File: src/rtl/neuron_input_packer_pkg.sv
// Shared types and constants for the Neuron layer datapath.
package nn_pkg;

  localparam int NN_W    = 8;
  localparam int NN_N_IN = 62;

  // Sign-magnitude activation: bit7 = sign, bits6:0 = magnitude.
  typedef struct packed {
    logic       sign;
    logic [6:0] mag;
  } sm8_t;

  // Negative zero carries no information for the neuron; fold it onto +0.
  function automatic sm8_t sm8_norm(input sm8_t x);
    sm8_t r;
    r = x;
    if (x.sign && (x.mag == 7'd0)) r = '0;
    return r;
  endfunction

endpackage

File: src/rtl/neuron_input_packer_if.sv
// Handshake bundle between the activation stream source, the packer and the
// Neuron consumer. The packer uses the slave view; the stimulus side uses master.
interface neuron_input_packer_if #(
  parameter int N_IN = nn_pkg::NN_N_IN,
  parameter int W    = nn_pkg::NN_W
) ();
  import nn_pkg::*;

  logic              s_valid;
  logic              s_ready;
  logic [W-1:0]      s_data;
  logic              s_last;
  logic              m_valid;
  logic              m_ready;
  logic [N_IN*W-1:0] m_data;
  logic              frame_err;

  modport slave (
    input  s_valid, s_data, s_last, m_ready,
    output s_ready, m_valid, m_data, frame_err
  );

  modport master (
    output s_valid, s_data, s_last, m_ready,
    input  s_ready, m_valid, m_data, frame_err
  );

endinterface

File: src/rtl/neuron_input_packer.sv
// Packs a serial sign-magnitude activation stream into N_IN-wide vectors using
// two ping-pong banks: one fills while the other is held for the consumer.
module neuron_input_packer
  import nn_pkg::*;
#(
  parameter int N_IN          = NN_N_IN,
  parameter int W             = NN_W,
  parameter bit NORM_NEG_ZERO = 1'b1
) (
  input  logic                   clk,
  input  logic                   rst_n,
  neuron_input_packer_if.slave   bus
);

  localparam int CW = $clog2(N_IN);
  localparam int VW = N_IN * W;
  localparam logic [CW-1:0] LAST_IDX = CW'(N_IN - 1);

  logic [VW-1:0] bank_q [2];
  logic [VW-1:0] bank_d [2];
  logic [1:0]    full_q, full_d;
  logic          wr_bank_q, wr_bank_d;
  logic          rd_bank_q, rd_bank_d;
  logic [CW-1:0] count_q, count_d;
  logic          frame_err_q, frame_err_d;
  // Holds s_ready low until the first edge after reset is released.
  logic          run_q, run_d;

  logic          s_ready;
  logic          accept;
  logic          drain;
  logic          is_end;
  logic          close;
  logic [W-1:0]  elem;

  // s_ready depends only on registered state, keeping m_ready off the input path.
  assign s_ready = run_q & ~full_q[wr_bank_q];
  assign accept  = bus.s_valid & s_ready;
  assign drain   = full_q[rd_bank_q] & bus.m_ready;
  assign is_end  = (count_q == LAST_IDX);
  assign close   = accept & (bus.s_last | is_end);

  // Next-state: element capture, frame close/padding, and consumer drain.
  always_comb begin
    bank_d      = bank_q;
    full_d      = full_q;
    wr_bank_d   = wr_bank_q;
    rd_bank_d   = rd_bank_q;
    count_d     = count_q;
    frame_err_d = 1'b0;
    run_d       = 1'b1;

    elem = bus.s_data;
    if (NORM_NEG_ZERO) elem = sm8_norm(sm8_t'(bus.s_data));

    if (accept) begin
      bank_d[wr_bank_q][int'(count_q)*W +: W] = elem;
      // Short frame: pad the unwritten tail so stale data from the previous
      // use of this bank never reaches the neuron.
      if (bus.s_last && !is_end) begin
        for (int i = 0; i < N_IN; i++) begin
          if (i > int'(count_q)) bank_d[wr_bank_q][i*W +: W] = '0;
        end
      end
      if (bus.s_last != is_end) frame_err_d = 1'b1;
      if (close) begin
        full_d[wr_bank_q] = 1'b1;
        wr_bank_d         = ~wr_bank_q;
        count_d           = '0;
      end else begin
        count_d = count_q + 1'b1;
      end
    end

    // Accept and drain can never target the same bank: accept needs it empty,
    // drain needs it full.
    if (drain) begin
      full_d[rd_bank_q] = 1'b0;
      rd_bank_d         = ~rd_bank_q;
    end
  end

  // State registers with synchronous active-low reset.
  always_ff @(posedge clk) begin
    if (!rst_n) begin
      bank_q[0]   <= '0;
      bank_q[1]   <= '0;
      full_q      <= '0;
      wr_bank_q   <= 1'b0;
      rd_bank_q   <= 1'b0;
      count_q     <= '0;
      frame_err_q <= 1'b0;
      run_q       <= 1'b0;
    end else begin
      bank_q[0]   <= bank_d[0];
      bank_q[1]   <= bank_d[1];
      full_q      <= full_d;
      wr_bank_q   <= wr_bank_d;
      rd_bank_q   <= rd_bank_d;
      count_q     <= count_d;
      frame_err_q <= frame_err_d;
      run_q       <= run_d;
    end
  end

  assign bus.s_ready   = s_ready;
  assign bus.m_valid   = full_q[rd_bank_q];
  assign bus.m_data    = bank_q[rd_bank_q];
  assign bus.frame_err = frame_err_q;

endmodule
File: src/flat_wrapper.sv
// flat-port wrapper written by rule: the top's interface ports become plain ports
module neuron_input_packer_flat import nn_pkg::*;
#(
  parameter int N_IN          = NN_N_IN,
  parameter int W             = NN_W,
  parameter bit NORM_NEG_ZERO = 1'b1
)
  (clk, rst_n, bus_s_valid, bus_s_data, bus_s_last, bus_m_ready, bus_s_ready, bus_m_valid, bus_m_data, bus_frame_err);
  neuron_input_packer_if #(.N_IN(N_IN), .W(W)) bus_i ();
  input  logic clk;
  input  logic rst_n;
  input wire logic [$bits(bus_i.s_valid)-1:0] bus_s_valid;
  input wire logic [$bits(bus_i.s_data)-1:0] bus_s_data;
  input wire logic [$bits(bus_i.s_last)-1:0] bus_s_last;
  input wire logic [$bits(bus_i.m_ready)-1:0] bus_m_ready;
  output wire logic [$bits(bus_i.s_ready)-1:0] bus_s_ready;
  output wire logic [$bits(bus_i.m_valid)-1:0] bus_m_valid;
  output wire logic [$bits(bus_i.m_data)-1:0] bus_m_data;
  output wire logic [$bits(bus_i.frame_err)-1:0] bus_frame_err;
  assign bus_i.s_valid = bus_s_valid;
  assign bus_i.s_data = bus_s_data;
  assign bus_i.s_last = bus_s_last;
  assign bus_i.m_ready = bus_m_ready;
  assign bus_s_ready = bus_i.s_ready;
  assign bus_m_valid = bus_i.m_valid;
  assign bus_m_data = bus_i.m_data;
  assign bus_frame_err = bus_i.frame_err;
  neuron_input_packer #(.N_IN(N_IN), .W(W), .NORM_NEG_ZERO(NORM_NEG_ZERO)) u_core (.clk(clk), .rst_n(rst_n), .bus(bus_i));
endmodule
File: config.mk
export PLATFORM = sky130hd
export DESIGN_NAME = neuron_input_packer_flat
export DESIGN_NICKNAME = d
export VERILOG_FILES = /design/src/rtl/neuron_input_packer_pkg.sv /design/src/rtl/neuron_input_packer_if.sv /design/src/rtl/neuron_input_packer.sv /design/src/flat_wrapper.sv
export SDC_FILE = /design/constraint.sdc
export NUM_CORES = 2
export LEC_CHECK = 0
export BUFFER_PORTS_ARGS = -buffer_cell sky130_fd_sc_hd__buf_2
export CAP_MARGIN = 40
export CORE_MARGIN = 1.5
export CORE_UTILIZATION = 59
export DETAILED_ROUTE_END_ITERATION = 6
export MAX_ROUTING_LAYER = met4
export PLACE_DENSITY = 0.88
export SYNTH_ARGS = -nofsm -noshare
export SYNTH_HDL_FRONTEND = slang
export SYNTH_SLANG_ARGS = --single-unit
File: constraint.sdc
create_clock -name clk -period 4.4 [get_ports clk]
set_input_delay 0.66 -clock clk [delete_from_list [all_inputs] [get_ports clk]]
set_output_delay 0.66 -clock clk [all_outputs]
set_load 0.005 [all_outputs]
==> run metrics <==
RSZ-0062 raised after global routing false; number of H-tree levels 3; CTS buffer count 98; Tot GR Track Use 48.9%; ys async rst share 0%; Startpoint Class flip-flop; fill count 5095; share of cells above drive strength 1 30.1%; cell breakdown of the critical path or3_1, nor2_1, ha_1, inv_1, o21ai_2, buf_8, nor3_1, nand2_1, nor2_1, a22o_1; max-slew violation count 0; nets@finish 5169; CTS clk-pin slew, worst paths 70 ps; syn_nets 4554; CP max stage delay 690 ps; 1st-iter DRT viols 7321; cts hold-fix bufs 0; synth warn 0; Final period util 91.9%; Worst Setup End Kind flip-flop; Vias/cell 7.23; Boundary Pins 512; most frequent CP cell nor2_1; clk buf depth 3; Max Cap Violations 0; Cell Pwr Density 368 nW/µm²; Sequential Area 20100 µm²; area post-placement 49100 µm²; effective utilization at floorplan 59.9%; post-DP HPWL 129000 µm; status finished with violations; final setup TNS 0 ps; vias 44.8k; synth unique cells 91; top_reg_cell synth dfxtp_1; worst hold path type in -> reg; CTS tree built; Setup Fix Bufs, Post-CTS 0; first-pass GRT wire length 272000 µm; post-synth design cell area 43900 µm²; Post-synth EDFFs 0; slew at the pin closest to its max-slew limit 1020 ps; clk_skew 28.2 ps; ranking of synthesized cells by area dfxtp_1, mux2_2, o2bb2ai_1; Util after Layout 71.7%; drt first pass iters 7; Critical Setup Path Class reg -> reg; core area 73300 µm²; grt ovf 0; failing checks design-rule violations; gpl congestion 1.09; vias in the first global route 42.5k; die area 76100 µm²; row cnt 99; VDD IR max 0.348 mV; Syn Inst Count 4535; initial antenna violation count 9; Leakage 20.9 nW; placed cell count 6007; IO Port Bufs 511; post-cts sizing count 0; #FFs+latches synth 1004; CP Max Fanout 12; clock sinks 1004; cell taking the most area after synthesis dfxtp_1; relative slew slack 31.9%; min cycle time layout 4040 ps; Routed WL 189000 µm; Routed WL per cell 30.5 µm; area of the multi-input gates 22600 µm²; drt drc 66; Worst path slowest cell nor3_1; Hold Violations, Final 0; fin area 52500 µm²; synthesis-to-finish area growth 19.6%; Finished Layout Cells 6199; top cell type's share of synthesized area 45.8%; Clk Latency, worst-skew pair 700 ps; die width 276 µm; highest clock rate 0.247 GHz; WP data required 5040 ps; largest net degree at the start of global routing 154; Critical Path AT 4690 ps; sequential-to-total area share from yosys stat 45.8%; Die H 276 µm; Routed Antenna Nets 0; Post-Syn Area per Cell 9.69 µm²; root buffer cell clkbuf_16; Finish-stage setup viols 0
-- cells in the mapped netlist (31+ instances only) --
library cell and number:
dfxtp_1 1004, mux2_2 511, nand2_1 416, nor2_1 311
o2bb2ai_1 311, a22o_1 300, clkbuf_1 241, a21oi_1 181
nand3_1 180, o21ai_0 153, nor3_1 117, nand4_1 59
a32o_1 48, and3_1 44, mux2i_1 38, o21a_1 38
o21ai_1 38, buf_2 32, o22ai_1 31, o31ai_1 31
-- final timing paths --
kind	from	end	slack (ps)	depth (start not counted)
worst max-delay path	u_core.count_q[2]$_SDFFE_PN0P_	u_core.bank_q[667]$_SDFFE_PN0P_	360	10
worst min-delay path	bus_m_ready	u_core.rd_bank_q$_SDFFE_PN0P_	250	2
worst max register to register	u_core.count_q[2]$_SDFFE_PN0P_	u_core.bank_q[667]$_SDFFE_PN0P_	360	10
worst min register to register	u_core.bank_q[337]$_SDFFE_PN0P_	u_core.bank_q[337]$_SDFFE_PN0P_	450	2
-- flip-flops by register name (all words and copies together) (netlist names), named ones only --
register              cells
u_core.count_q            6
u_core.full_q             2
u_core.rd_bank_q          1
u_core.bus.frame_err      1
u_core.wr_bank_q          1
u_core.bank_q           976
u_core.run_q              1
-- routing by layer --
layer | global-route usage (%) | share of wire (%)
met5 | - | 0
met3 | 15.5 | 13
met1 | 57.9 | 36
met4 | 34.1 | 8.5
met2 | 70.3 | 42
-- through the flow --
stage / power, W / setup WS, ps / hold slack (ps)
6_report: 0.0193 / 357 / 251
5_1_grt: 0.0196 / 272 / 244
4_1_cts: 0.0192 / 597 / 234
3_5_place_dp: 0.0105 / 646 / 439
3_3_place_gp: 0.0105 / 425 / 426
2_1_floorplan: 0.00997 / 1100 / 416
-- layout by cell type, fill, tap and decap left out, types with 29 or more instances in the layout --
cell type  count
a21oi_1      181
a22o_1       300
a32o_1        48
and3_1        44
buf_2        518
buf_4        287
clkbuf_16     98
dfxtp_1     1002
mux2_2       511
mux2i_1       38
nand2_1      415
nand3_1      179
nand4_1       59
nor2_1       308
nor3_1       113
nor4_1        29
o21a_1        38
o21ai_0      151
o21ai_1       37
o22ai_1       31
o2bb2ai_1    311
o31ai_1       31
-- power by group --
group	internal [W]	switching (W)
Combinational	0.000298	0.000983
Sequential	0.00911	0.0000219
Clock	0.00510	0.00383
Total	0.0145	0.00484
-- critical path, delay by kind of cell, from the launching register on --
family                     cells  cell delay, ps
AOI/OAI and AO/OA              2             540
adders and majority gates      1             380
buffers and inverters          2             530
and+or+nand+nor                5            1860
DFF                            1             660
-- final cells by class --
cell class | count | area share [%]
diodes | 12 | 0.0572
clock buffers | 136 | 5.36
clock inverters | 42 | 1.11
inverters | 21 | 0.160
multi-input cells | 3200 | 43.1
flip-flops and latches | 1004 | 38.3
well taps | 959 | 2.28
repair buffers | 825 | 9.71
-- kinds of logic after synthesis --
group / Yosys count / share of synthesized area (%)
xor+xnor: 6 / 0.120
simple gates: 1307 / 14.0
mux: 549 / 14.0
fa+ha+maj: 6 / 0.171
flops: 1004 / 45.8
buf+inv: 331 / 2.99
compound gates: 1332 / 23.0
Note: power is estimated with default switching activity, not from simulation.
